`config.mk`:
```
export PLATFORM = sky130hd
export DESIGN_NAME = adder_err_eval
export DESIGN_NICKNAME = d
export VERILOG_FILES = /design/src/rtl/adder_err_eval.sv
export SDC_FILE = /design/constraint.sdc
export NUM_CORES = 1
export LEC_CHECK = 0
export ABC_AREA = 0
export CAP_MARGIN = 40
export CORE_MARGIN = 3
export CORE_UTILIZATION = 55
export CTS_CLUSTER_DIAMETER = 150
export DETAILED_ROUTE_END_ITERATION = 10
export DONT_BUFFER_PORTS = 1
export GPL_TIMING_DRIVEN = 0
export HOLD_SLACK_MARGIN = 0.15
export PLACE_DENSITY = 0.67
export SETUP_SLACK_MARGIN = 0.1
export SKIP_LAST_GASP = 1
export SLEW_MARGIN = 25
export SYNTH_ARGS = -nofsm -noshare
export SYNTH_HDL_FRONTEND = slang
export SYNTH_SLANG_ARGS = --single-unit
```
`constraint.sdc`:
```
create_clock -name clk -period 13 [get_ports clk]
set_input_delay 2.6 -clock clk [delete_from_list [all_inputs] [get_ports clk]]
set_output_delay 2.6 -clock clk [all_outputs]
set_load 0.02 [all_outputs]
```
`src/rtl/adder_err_eval.sv`:
```
// Error-evaluation harness for a 16-bit approximate adder: drives operand pairs,
// checks each returned sum against the exact sum and accumulates error statistics.
module adder_err_eval #(
  parameter int          WIDTH   = 16,
  parameter int          CNT_W   = 16,
  parameter logic [31:0] SEED    = 32'h0000_0001,
  parameter int          TIMEOUT = 64
) (
  input  logic                   clk,
  input  logic                   rst_n,
  input  logic                   start,
  input  logic                   mode,
  input  logic [CNT_W-1:0]       num_samples,
  output logic [WIDTH-1:0]       op_a,
  output logic [WIDTH-1:0]       op_b,
  output logic                   op_valid,
  input  logic [WIDTH:0]         res_sum,
  input  logic                   res_valid,
  output logic                   busy,
  output logic                   done,
  output logic                   timeout,
  output logic [CNT_W-1:0]       err_count,
  output logic [WIDTH:0]         max_ed,
  output logic [WIDTH+CNT_W:0]   sum_ed
);

  localparam logic [31:0] SEED_EFF  = (SEED == 32'd0) ? 32'd1 : SEED;
  localparam logic [31:0] LFSR_MASK = 32'h8020_0003;
  localparam int          TO_W      = (TIMEOUT < 2) ? 1 : $clog2(TIMEOUT);
  localparam logic [TO_W-1:0] TO_LAST = TO_W'(TIMEOUT - 1);

  typedef enum logic [1:0] {IDLE, DRIVE, CHECK, DONE} state_t;

  state_t               state_q, state_d;
  logic [31:0]          g_q, g_d;
  logic                 mode_q, mode_d;
  logic [CNT_W-1:0]     nsamp_q, nsamp_d;
  logic [CNT_W-1:0]     scnt_q, scnt_d;
  logic [TO_W-1:0]      to_cnt_q, to_cnt_d;
  logic [WIDTH:0]       res_q, res_d;
  logic [CNT_W-1:0]     err_count_q, err_count_d;
  logic [WIDTH:0]       max_ed_q, max_ed_d;
  logic [WIDTH+CNT_W:0] sum_ed_q, sum_ed_d;
  logic                 timeout_q, timeout_d;
  logic                 done_q, done_d;
  logic                 busy_q, busy_d;
  logic                 op_valid_q, op_valid_d;

  logic [WIDTH:0]       exact;
  logic [WIDTH:0]       ed;
  logic [31:0]          lfsr_next;

  assign op_a      = g_q[31 -: WIDTH];
  assign op_b      = g_q[WIDTH-1:0];
  assign op_valid  = op_valid_q;
  assign busy      = busy_q;
  assign done      = done_q;
  assign timeout   = timeout_q;
  assign err_count = err_count_q;
  assign max_ed    = max_ed_q;
  assign sum_ed    = sum_ed_q;

  // Operands are only read in CHECK, where they still hold the sample just driven.
  assign exact     = {1'b0, op_a} + {1'b0, op_b};
  assign ed        = (exact >= res_q) ? (exact - res_q) : (res_q - exact);
  assign lfsr_next = g_q[0] ? ((g_q >> 1) ^ LFSR_MASK) : (g_q >> 1);

  always_comb begin
    state_d     = state_q;
    g_d         = g_q;
    mode_d      = mode_q;
    nsamp_d     = nsamp_q;
    scnt_d      = scnt_q;
    to_cnt_d    = to_cnt_q;
    res_d       = res_q;
    err_count_d = err_count_q;
    max_ed_d    = max_ed_q;
    sum_ed_d    = sum_ed_q;
    timeout_d   = timeout_q;

    case (state_q)
      IDLE, DONE: begin
        if (start) begin
          mode_d      = mode;
          nsamp_d     = num_samples;
          scnt_d      = '0;
          to_cnt_d    = '0;
          err_count_d = '0;
          max_ed_d    = '0;
          sum_ed_d    = '0;
          timeout_d   = 1'b0;
          g_d         = mode ? SEED_EFF : 32'd0;
          state_d     = (num_samples == '0) ? DONE : DRIVE;
        end
      end
      DRIVE: begin
        if (res_valid) begin
          res_d    = res_sum;
          to_cnt_d = '0;
          state_d  = CHECK;
        end else if (to_cnt_q == TO_LAST) begin
          to_cnt_d  = '0;
          timeout_d = 1'b1;
          state_d   = DONE;
        end else begin
          to_cnt_d = to_cnt_q + TO_W'(1);
        end
      end
      CHECK: begin
        if (ed != '0) err_count_d = err_count_q + CNT_W'(1);
        if (ed > max_ed_q) max_ed_d = ed;
        sum_ed_d = sum_ed_q + {{CNT_W{1'b0}}, ed};
        scnt_d   = scnt_q + CNT_W'(1);
        if (scnt_d == nsamp_q) begin
          state_d = DONE;
        end else begin
          g_d     = mode_q ? lfsr_next : (g_q + 32'd1);
          state_d = DRIVE;
        end
      end
      default: state_d = IDLE;
    endcase

    // Status outputs follow the next state so they are registered with it.
    op_valid_d = (state_d == DRIVE);
    busy_d     = (state_d == DRIVE) || (state_d == CHECK);
    done_d     = (state_d == DONE);
  end

  always_ff @(posedge clk or negedge rst_n) begin
    if (!rst_n) begin
      state_q     <= IDLE;
      g_q         <= '0;
      mode_q      <= 1'b0;
      nsamp_q     <= '0;
      scnt_q      <= '0;
      to_cnt_q    <= '0;
      res_q       <= '0;
      err_count_q <= '0;
      max_ed_q    <= '0;
      sum_ed_q    <= '0;
      timeout_q   <= 1'b0;
      done_q      <= 1'b0;
      busy_q      <= 1'b0;
      op_valid_q  <= 1'b0;
    end else begin
      state_q     <= state_d;
      g_q         <= g_d;
      mode_q      <= mode_d;
      nsamp_q     <= nsamp_d;
      scnt_q      <= scnt_d;
      to_cnt_q    <= to_cnt_d;
      res_q       <= res_d;
      err_count_q <= err_count_d;
      max_ed_q    <= max_ed_d;
      sum_ed_q    <= sum_ed_d;
      timeout_q   <= timeout_d;
      done_q      <= done_d;
      busy_q      <= busy_d;
      op_valid_q  <= op_valid_d;
    end
  end

endmodule

```
== Yosys cells after proc, flatten, opt, wreduce, memory -nomap -nowiden ==
Index checks and enable logic that the tools add are counted.

* Word-level logic and storage cells: 84
* Output and inout bits: 102
* Bits of input ports: 38
* Register bits: 160

* Multiplexer cells: 30
* Order comparisons: 2
* Add/subtract/negate cells: 8
* Eq/ne operators: 14
* Bitwise logic cells: 1
* Reductions and logical operators: 15

{| class="wikitable"
|+ Operators by type and width
! operator !! count
|-
| 32-bit two-way mux || 4
|-
| 33-bit case mux with 2 select lines || 1
|-
| 16-bit case mux with 2 select lines || 2
|-
| 32-bit case mux with 2 select lines || 1
|-
| 17-bit two-way mux || 3
|-
| 17-bit case mux with 2 select lines || 1
|-
| 17-bit subtractor || 2
|-
| 33-bit by 17-bit adder with 33-bit output || 1
|-
| 33-bit two-way mux || 1
|-
| 16-bit by 1-bit adder with 16-bit output, second input constant || 2
|-
| 32-bit by 1-bit adder with 32-bit output, second input constant || 1
|-
| 16-bit two-way mux || 2
|-
| 6-bit two-way mux || 3
|-
| 16-bit by 16-bit adder with 17-bit output || 1
|-
| 17-bit greater-or-equal comparator || 1
|-
| 17-bit > comparator || 1
|-
| 17-bit nonzero test || 1
|-
| 16-bit equality test || 1
|-
| 16-bit zero test || 1
|-
| 2-bit inequality test, second input constant || 6
|-
| 6-bit case mux with 2 select lines || 1
|-
| 2-bit two-way mux || 5
|-
| 3-bit AND reduction || 3
|-
| 2-bit equality test, second input constant || 4
|-
| 13 further kinds || 21
|}

== Longest topological paths before layout ==
Gate-level depths: netlist of run 1.

* Word-level depth: 6
* Mapped depth: 34
* Gate-level depth less buffers: 30

== Worst setup path after synthesis of run 1 ==
Ideal clock, no wire load.

* Path type: register to register
* Start: reg g_q[0]
* End: reg max_ed_q[10] (netlist: max_ed[10])
* Required time: 12934 ps
* Data arrival time: 6727 ps
* Clock period less this slack: 6793 ps
* Setup slack: 6207 ps
* Setup time: 66 ps
* Cell stages (with the launch flop): 34
* Cells stage by stage: dfrtp_1 > ha_1 > fa_1 > a21o_1 > a21oi_1 > o21bai_1 > a21oi_1 > o21bai_1 > a211oi_1 > o21a_1 > nor2_1 > xor2_1 > ha_1 > buf_4 > and4_4 > nand4_1 > a2111oi_2 > o31a_4 > buf_4 > nor3_1 > a21oi_1 > ha_1 > nor2b_1 > o21a_1 > o21a_1 > o21a_1 > o21a_1 > o21ai_0 > a211oi_1 > o21ai_0 > o21a_1 > clkbuf_1 > clkbuf_1 > a22o_1

* Cells in the longest elaborated chain, start to end: 6

{| class="wikitable"
|+ Ends and longest elaborated chain
! item !! line !! text
|-
| start: declaration || 35 || <nowiki>logic [31:0] g_q, g_d;</nowiki>
|-
| start signal: assignment || 148 || <nowiki>g_q <= g_d;</nowiki>
|-
| 16-bit by 16-bit adder with 17-bit output * || 64 || <nowiki>assign exact = {1'b0, op_a} + {1'b0, op_b};</nowiki>
|-
| 17-bit subtractor / 17-bit greater-or-equal comparator (equally long branches) || 65 || <nowiki>assign ed = (exact >= res_q) ? (exact - res_q) : (res_q - exact);</nowiki>
|-
| 17-bit two-way mux * || 65 ||
|-
| 17-bit > comparator || 111 || <nowiki>if (ed > max_ed_q) max_ed_d = ed;</nowiki>
|-
| 2-bit inequality test (no source line) || n/a ||
|-
| 3-bit AND reduction (no source line) || n/a ||
|-
| end signal: assignment || 155 || <nowiki>max_ed_q <= max_ed_d;</nowiki>
|-
| end: declaration || 42 || <nowiki>logic [WIDTH:0] max_ed_q, max_ed_d;</nowiki>
|}

Every way passes the cells marked *; elsewhere a longest branch is shown, timed or not. The select of a mux whose other input is x is not followed.
A chain may end at the register's enable or synchronous reset.

== Worst setup path in the final report of run 1 ==
Same ends and word-level chain as after synthesis.

==> run metrics, run 1 <==
clk slew on worst S/H paths=roughly 0.07 ns; Hold Path Depth=1; Clock Tree Buf Depth=2; drt wl/cell=20.06 µm; R2R depth=33; Synth top cells by count=160 x dfrtp_1, 150 x nand2_1, 120 x o21ai_0; Post-DP Area=around 0.013 mm²; #FFs+latches synth=between 150 and 200; fmax=117.8 MHz; TNS Setup=0 ns; Yosys cell types=between 80 and 90; startpoint types=register; Tcrit/Tclk final=0.6530; CP max stage cell=dfrtp_1; worst stage delay on the critical path=around 0.62 ns; clk root buf=clkbuf_16; Final #Nets=1637; largest net degree at the start of global routing=161; # IOs=140; Final Util=0.6064; crit path time final=8.489 ns; first-pass GRT wire length=56990 µm; die area=0.02428 mm²; final WL=36010 µm; Clock H-tree levels=4; Synth area leader=dfrtp_1; Hold Buf Count CTS=0; vias per inst=approximately 6.3; layout cells sized above 1=0.08251; Port Buffer Count=0; DRC=0; Crit path top cell by count=o21a_1; most common cell in the synthesized netlist=dfrtp_1; register area=0.004004 mm²; hpwl dp=26590 µm; router iterations before antenna repair=5; hold slack=0.5033 ns; Num CTS Buffers=17; status=complete, no violations; CP endpoint kind=register; CTS tree=done; Area Overhead vs Synth=7.833%; async set-reset flop share out of synthesis=1.000; clk_lat worst skew=0.44 ns; PostCTS Resize Cnt=0; most area-consuming cells after synthesis=dfrtp_1 32%, ha_1 9.4%, o21ai_0 4.9%; Initial Util=0.5623; worst setup path class=reg2reg; Post-synth EDFFs=0; max-cap viol count=0; Hold Path Class=reg2reg; post-synthesis sequential area ratio=0.3242; GR Util All Layers=0.2928; DIE WIDTH=roughly 160 µm; skew final=roughly 0.014 ns; Mean Syn Cell Area=approximately 8.3 µm²; max-slew violations=0; remaining global-route overflow=0; Row Count=54; Slew @ Worst Pin=0.7214 ns; core outline area=0.02196 mm²; vias in the first global route=~10000; antenna violations before repair=0; Max-slew headroom=0.5146; via count=approximately 11000; Post-Syn Instances=1480; final hold vios=0; Diodes inserted=0; Post-CTS Setup Repair Bufs=0; CP required=13.37 ns; final setup vio count=0; syn_nets=~1600; post-route cell area=0.01332 mm²; DRT iter0 DRCs=980; warnings from Yosys=0; RD Place Congestion=between 0.9 and 1; clk sinks=160; area of the multi-input gates=0.007660 mm²; WP data arrival=8.86 ns; Crit Path Max Fanout=10; die height=about 160 µm; Post-Syn Area=0.01235 mm²; Post-synth top flop=dfrtp_1; RSZ-0062 raised after global routing=false; Final ANT Viol Nets=0; Fillers=1978; area fraction of the dominant cell type after synthesis=0.3242
[cell usage in the layout, fill, tap and decap left out, types with 13 or more instances in the layout]
| master | netlist | final |
|---|---|---|
| nand2_1 | 150 | 150 |
| inv_1 | 93 | 93 |
| xnor2_1 | 44 | 44 |
| ha_1 | 93 | 93 |
| o211ai_1 | 26 | 26 |
| a21o_1 | 21 | 21 |
| nand3_1 | 76 | 76 |
| nand4_1 | 20 | 20 |
| clkbuf_16 | 0 | 17 |
| nor3_1 | 41 | 41 |
| and3_1 | 29 | 29 |
| a21oi_1 | 111 | 111 |
| nor4_1 | 21 | 21 |
| a211oi_1 | 13 | 13 |
| nor2_1 | 93 | 93 |
| o21a_1 | 18 | 18 |
| xor2_1 | 20 | 20 |
| clkbuf_1 | 48 | 48 |
| mux2_2 | 36 | 36 |
| o21ai_0 | 120 | 120 |
| a31oi_1 | 16 | 16 |
| dfrtp_1 | 160 | 160 |
| a22o_1 | 21 | 21 |
| buf_2 | 13 | 14 |
[per-layer routing]
metal	track usage	vias to the layer above	wire, µm
li1	-	5403	-
met1	0.4121	5423	15960
met2	0.4513	449	16150
met3	0.07601	43	3292
met4	0.07569	0	608
met5	0	-	0
[cell type report]
type                            instances  share of cell area
Inverter                               94             0.02650
Multi-Input combinational cell       1151              0.5753
Buffer                                 75             0.02490
Timing Repair Buffer                    3            0.001503
Sequential cell                       160              0.3007
Clock inverter                         13             0.01081
Tap cell                              280             0.02631
Clock buffer                           19             0.03402
[kinds of logic (layout without fill, tap and decap cells)]
| family | Yosys count | in the layout | synth area share |
|---|---|---|---|
| AND/OR/NAND/NOR | 505 | 505 | 0.2012 |
| multiplexers | 48 | 48 | 0.04296 |
| buffers and inverters | 169 | 204 | 0.05542 |
| adder cells (fa/ha/maj) | 97 | 97 | 0.1007 |
| AO/OA/AOI/OAI | 437 | 437 | 0.2300 |
| XOR/XNOR | 64 | 64 | 0.04539 |
| flip-flops | 160 | 160 | 0.3242 |
[metrics by stage]
step / worst slack [ns] / std cells
2_1_floorplan: 6.207 / 1480
3_3_place_gp: 4.412 / 1760
3_5_place_dp: 4.660 / 1763
4_1_cts: 4.623 / 1795
5_1_grt: 3.956 / 1795
6_report: 4.511 / 1795
[worst max-delay path, delay by kind of cell, from the launching register on]
family	cells	cell delay [ns]
buffers and inverters	4	1.17
xor gates and xnor gates	1	0.17
adders and majority gates	4	1.37
and+or+nand+nor	5	0.73
DFF	1	0.62
AOI/OAI and AO/OA	19	4.34
[state kept, by name, indices dropped and copies added (netlist names)]
| register | count |
|---|---|
| max_ed | 17 |
| sum_ed | 33 |
| mode_q | 1 |
| scnt_q | 16 |
| to_cnt_q | 6 |
| nsamp_q | 16 |
| res_q | 17 |
| g_q | 32 |
| timeout | 1 |
| state_q | 2 |
| op_valid | 1 |
| err_count | 16 |
| done | 1 |
| busy | 1 |
[final timing paths]
path	startpoint	end	slack [ns]
hold reg to reg	to_cnt_q[2]$_DFFE_PN0P_	to_cnt_q[2]$_DFFE_PN0P_	0.50
max in group asynchronous	rst_n	res_q[11]$_DFFE_PN0P_	10.83
setup / recovery	g_q[0]$_DFFE_PN0P_	max_ed[10]$_DFFE_PN0P_	4.51
hold / removal	to_cnt_q[2]$_DFFE_PN0P_	to_cnt_q[2]$_DFFE_PN0P_	0.50
setup reg to reg	g_q[0]$_DFFE_PN0P_	max_ed[10]$_DFFE_PN0P_	4.51
min in group asynchronous	rst_n	res_q[1]$_DFFE_PN0P_	1.85
Power of run 1 is left out: the tool's default activity adds up to more than one toggle a clock period on the data nets, which glitch-free logic cannot reach.
==> run 2: changes to the inputs <==
--- a/config.mk
+++ b/config.mk
@@ -14,7 +14,7 @@
 export DONT_BUFFER_PORTS = 1
 export GPL_TIMING_DRIVEN = 0
 export HOLD_SLACK_MARGIN = 0.15
-export PLACE_DENSITY = 0.67
+export PLACE_DENSITY = 0.7
 export SETUP_SLACK_MARGIN = 0.1
 export SKIP_LAST_GASP = 1
 export SLEW_MARGIN = 25
==> constraint.sdc (replaced) <==
create_clock -name clk -period 7.4 [get_ports clk]
set_input_delay 1.48 -clock clk [delete_from_list [all_inputs] [get_ports clk]]
set_output_delay 1.48 -clock clk [all_outputs]
set_load 0.02 [all_outputs]
==> run metrics, run 2 (same netlist as run 1, synthesis figures left out) <==
status=complete, no violations; WP data arrival=7.40 ns (-1.46 ns); dpl ws=-0.9784 ns (-5.638 ns); CP endpoint kind=register; worst setup path end=max_ed[12]$_DFFE_PN0P_; R2R depth=34 (+3.0%); startpoint types=register; RSZ-0062 raised after global routing=false; final hold vios=0 (unchanged); GR Util All Layers=0.2982 (+0.005350); crit path time final=7.034 ns (-1.455 ns); Final #Nets=1653 (+0.98%); clk root buf=clkbuf_16; max-slew violations=0 (unchanged); hpwl dp=27090 µm (+1.9%); max-cap viol count=0 (unchanged); r2r setup slk=0.37 ns (-4.14 ns); DIE WIDTH=155.8 µm (unchanged); die area=0.02428 mm² (unchanged); RD Place Congestion=0.9481 (+0.60%); Final ANT Viol Nets=0 (unchanged); via count=11517 (+1.8%); Diodes inserted=0 (unchanged); router iterations before antenna repair=6 (+1); CTS tree=done; commonest non-fill, non-tap cell in the layout=dfrtp_1; layout cells sized above 1=0.1176 (+0.03506); Max-slew headroom=0.4531 (-0.06150); worst flop-to-flop path endpoint=max_ed[12]$_DFFE_PN0P_; reg-to-reg startpoint=g_q[16]$_DFFE_PN0P_; DRC=0 (unchanged); Worst Slack Setup Final=0.3658 ns (-4.145 ns); max FFs per register=33 (unchanged); DRT iter0 DRCs=1033 (+5.4%); clk slew on worst S/H paths=0.08 ns (about the same); Port Buffer Count=0 (unchanged); core outline area=0.02196 mm² (unchanged); fmax=142.2 MHz (+21%); final WL=37070 µm (+2.9%); clk sinks=160 (unchanged); vias in the first global route=10880 (+4.2%); vias per inst=6.359 (+0.86%); # IOs=140 (unchanged); antenna violations before repair=3 (+3); Tcrit/Tclk final=0.9506 (+0.2975); drt wl/cell=20.47 µm (+2.0%); Row Count=54 (unchanged); Crit path top cell by count=o21a_1; Area Overhead vs Synth=10.72%; Hold Path Class=reg2reg; Clock Tree Buf Depth=2 (unchanged); largest net degree at the start of global routing=161 (unchanged); first-pass GRT wire length=58260 µm (+2.2%); final setup vio count=0 (unchanged); Final Util=0.6226 (+0.01624); Crit Path Max Fanout=10 (unchanged); Fillers=1928 (-2.5%); worst setup path class=reg2reg; clk_lat worst skew=0.44 ns (about the same); Worst Setup SP=g_q[16]$_DFFE_PN0P_; Num CTS Buffers=17 (unchanged); worst stage delay on the critical path=0.50 ns (-0.12 ns); Slew @ Worst Pin=0.8203 ns (+0.09890 ns); CP required=7.77 ns (-5.60 ns); die height=155.8 µm (unchanged); Initial Util=0.5623 (unchanged); CP max stage cell=dfrtp_2; remaining global-route overflow=0 (unchanged); Clock H-tree levels=4 (unchanged); commonest cells after routing, fill and taps aside=156 x dfrtp_1, 150 x nand2_1, 117 x o21ai_0, 105 x a21oi_1, 93 x nor2_1; skew final=0.01444 ns (+0.0001886 ns)
## run 2: changes by cell type in the layout (fill, tap and decap cells not counted), sizes merged, moves of 2 or more
cell,previous run,this run
buf,30,45
clkbuf,67,64
clkinv,4,7
clkinvlp,2,0
## run 2: repair_timing
action                     CTS  global route
cloned                       0             2
setup buffers                7             9
hold buffers                 0             0
pin swaps                    5            18
setup endpoints to repair   37            38
gates resized for setup     24            34
## run 2: final cells by class
cell class	instances	area, µm²	area share
clock buffer	17	425.4	0.03112
timing repair buffer	19	140.1	0.01025
sequential	160	4009	0.2932
inverter	94	352.8	0.02581
multi-input combinational	1152	7863	0.5751
buffer	74	345.3	0.02526
tap	280	350.3	0.02562
clock inverter	15	186.4	0.01364
## run 2: worst min path at each step
| stage | start | to | slack, ns | cells past startpoint |
|---|---|---|---|---|
| floorplan | to_cnt_q[2]$_DFFE_PN0P_ | to_cnt_q[2]$_DFFE_PN0P_ | 0.46 | 1 |
| global placement | to_cnt_q[5]$_DFFE_PN0P_ | to_cnt_q[5]$_DFFE_PN0P_ | 0.49 | 1 |
| detailed placement | to_cnt_q[5]$_DFFE_PN0P_ | to_cnt_q[5]$_DFFE_PN0P_ | 0.48 | 1 |
| CTS | to_cnt_q[5]$_DFFE_PN0P_ | to_cnt_q[5]$_DFFE_PN0P_ | 0.50 | 1 |
| global route | to_cnt_q[2]$_DFFE_PN0P_ | to_cnt_q[2]$_DFFE_PN0P_ | 0.53 | 1 |
| finish | to_cnt_q[5]$_DFFE_PN0P_ | to_cnt_q[5]$_DFFE_PN0P_ | 0.50 | 1 |
## run 2: critical path, delay by kind of cell, from the launching register on
| kind | cells | cell delay, ns |
|---|---|---|
| AOI/OAI and AO/OA | 19 | 3.24 |
| adders and majority gates | 4 | 1.20 |
| buffers and inverters | 6 | 1.16 |
| and+or+nand+nor | 4 | 0.68 |
| DFF | 1 | 0.50 |
| xor gates and xnor gates | 1 | 0.17 |
## run 2: metal layers
| layer | global-route usage | share of wire |
|---|---|---|
| met1 | 0.4123 | 0.43 |
| met2 | 0.4476 | 0.44 |
| met3 | 0.08322 | 0.098 |
| met4 | 0.1102 | 0.031 |
| met5 | 0 | 0.0012 |
## run 2: metrics by stage
stage | cells | hold WS (ns) | TNS [ns] | cell area [µm²]
floorplan | 1480 | 0.4560 | 0 | 12350
detailed placement | 1762 | 0.4850 | -22.12 | 12710
global route | 1811 | 0.5275 | 0 | 13670
global placement | 1760 | 0.4886 | -18.82 | 12700
finish | 1811 | 0.5019 | 0 | 13670
CTS | 1801 | 0.5013 | 0 | 13470
Power of run 2 is left out for the same reason.
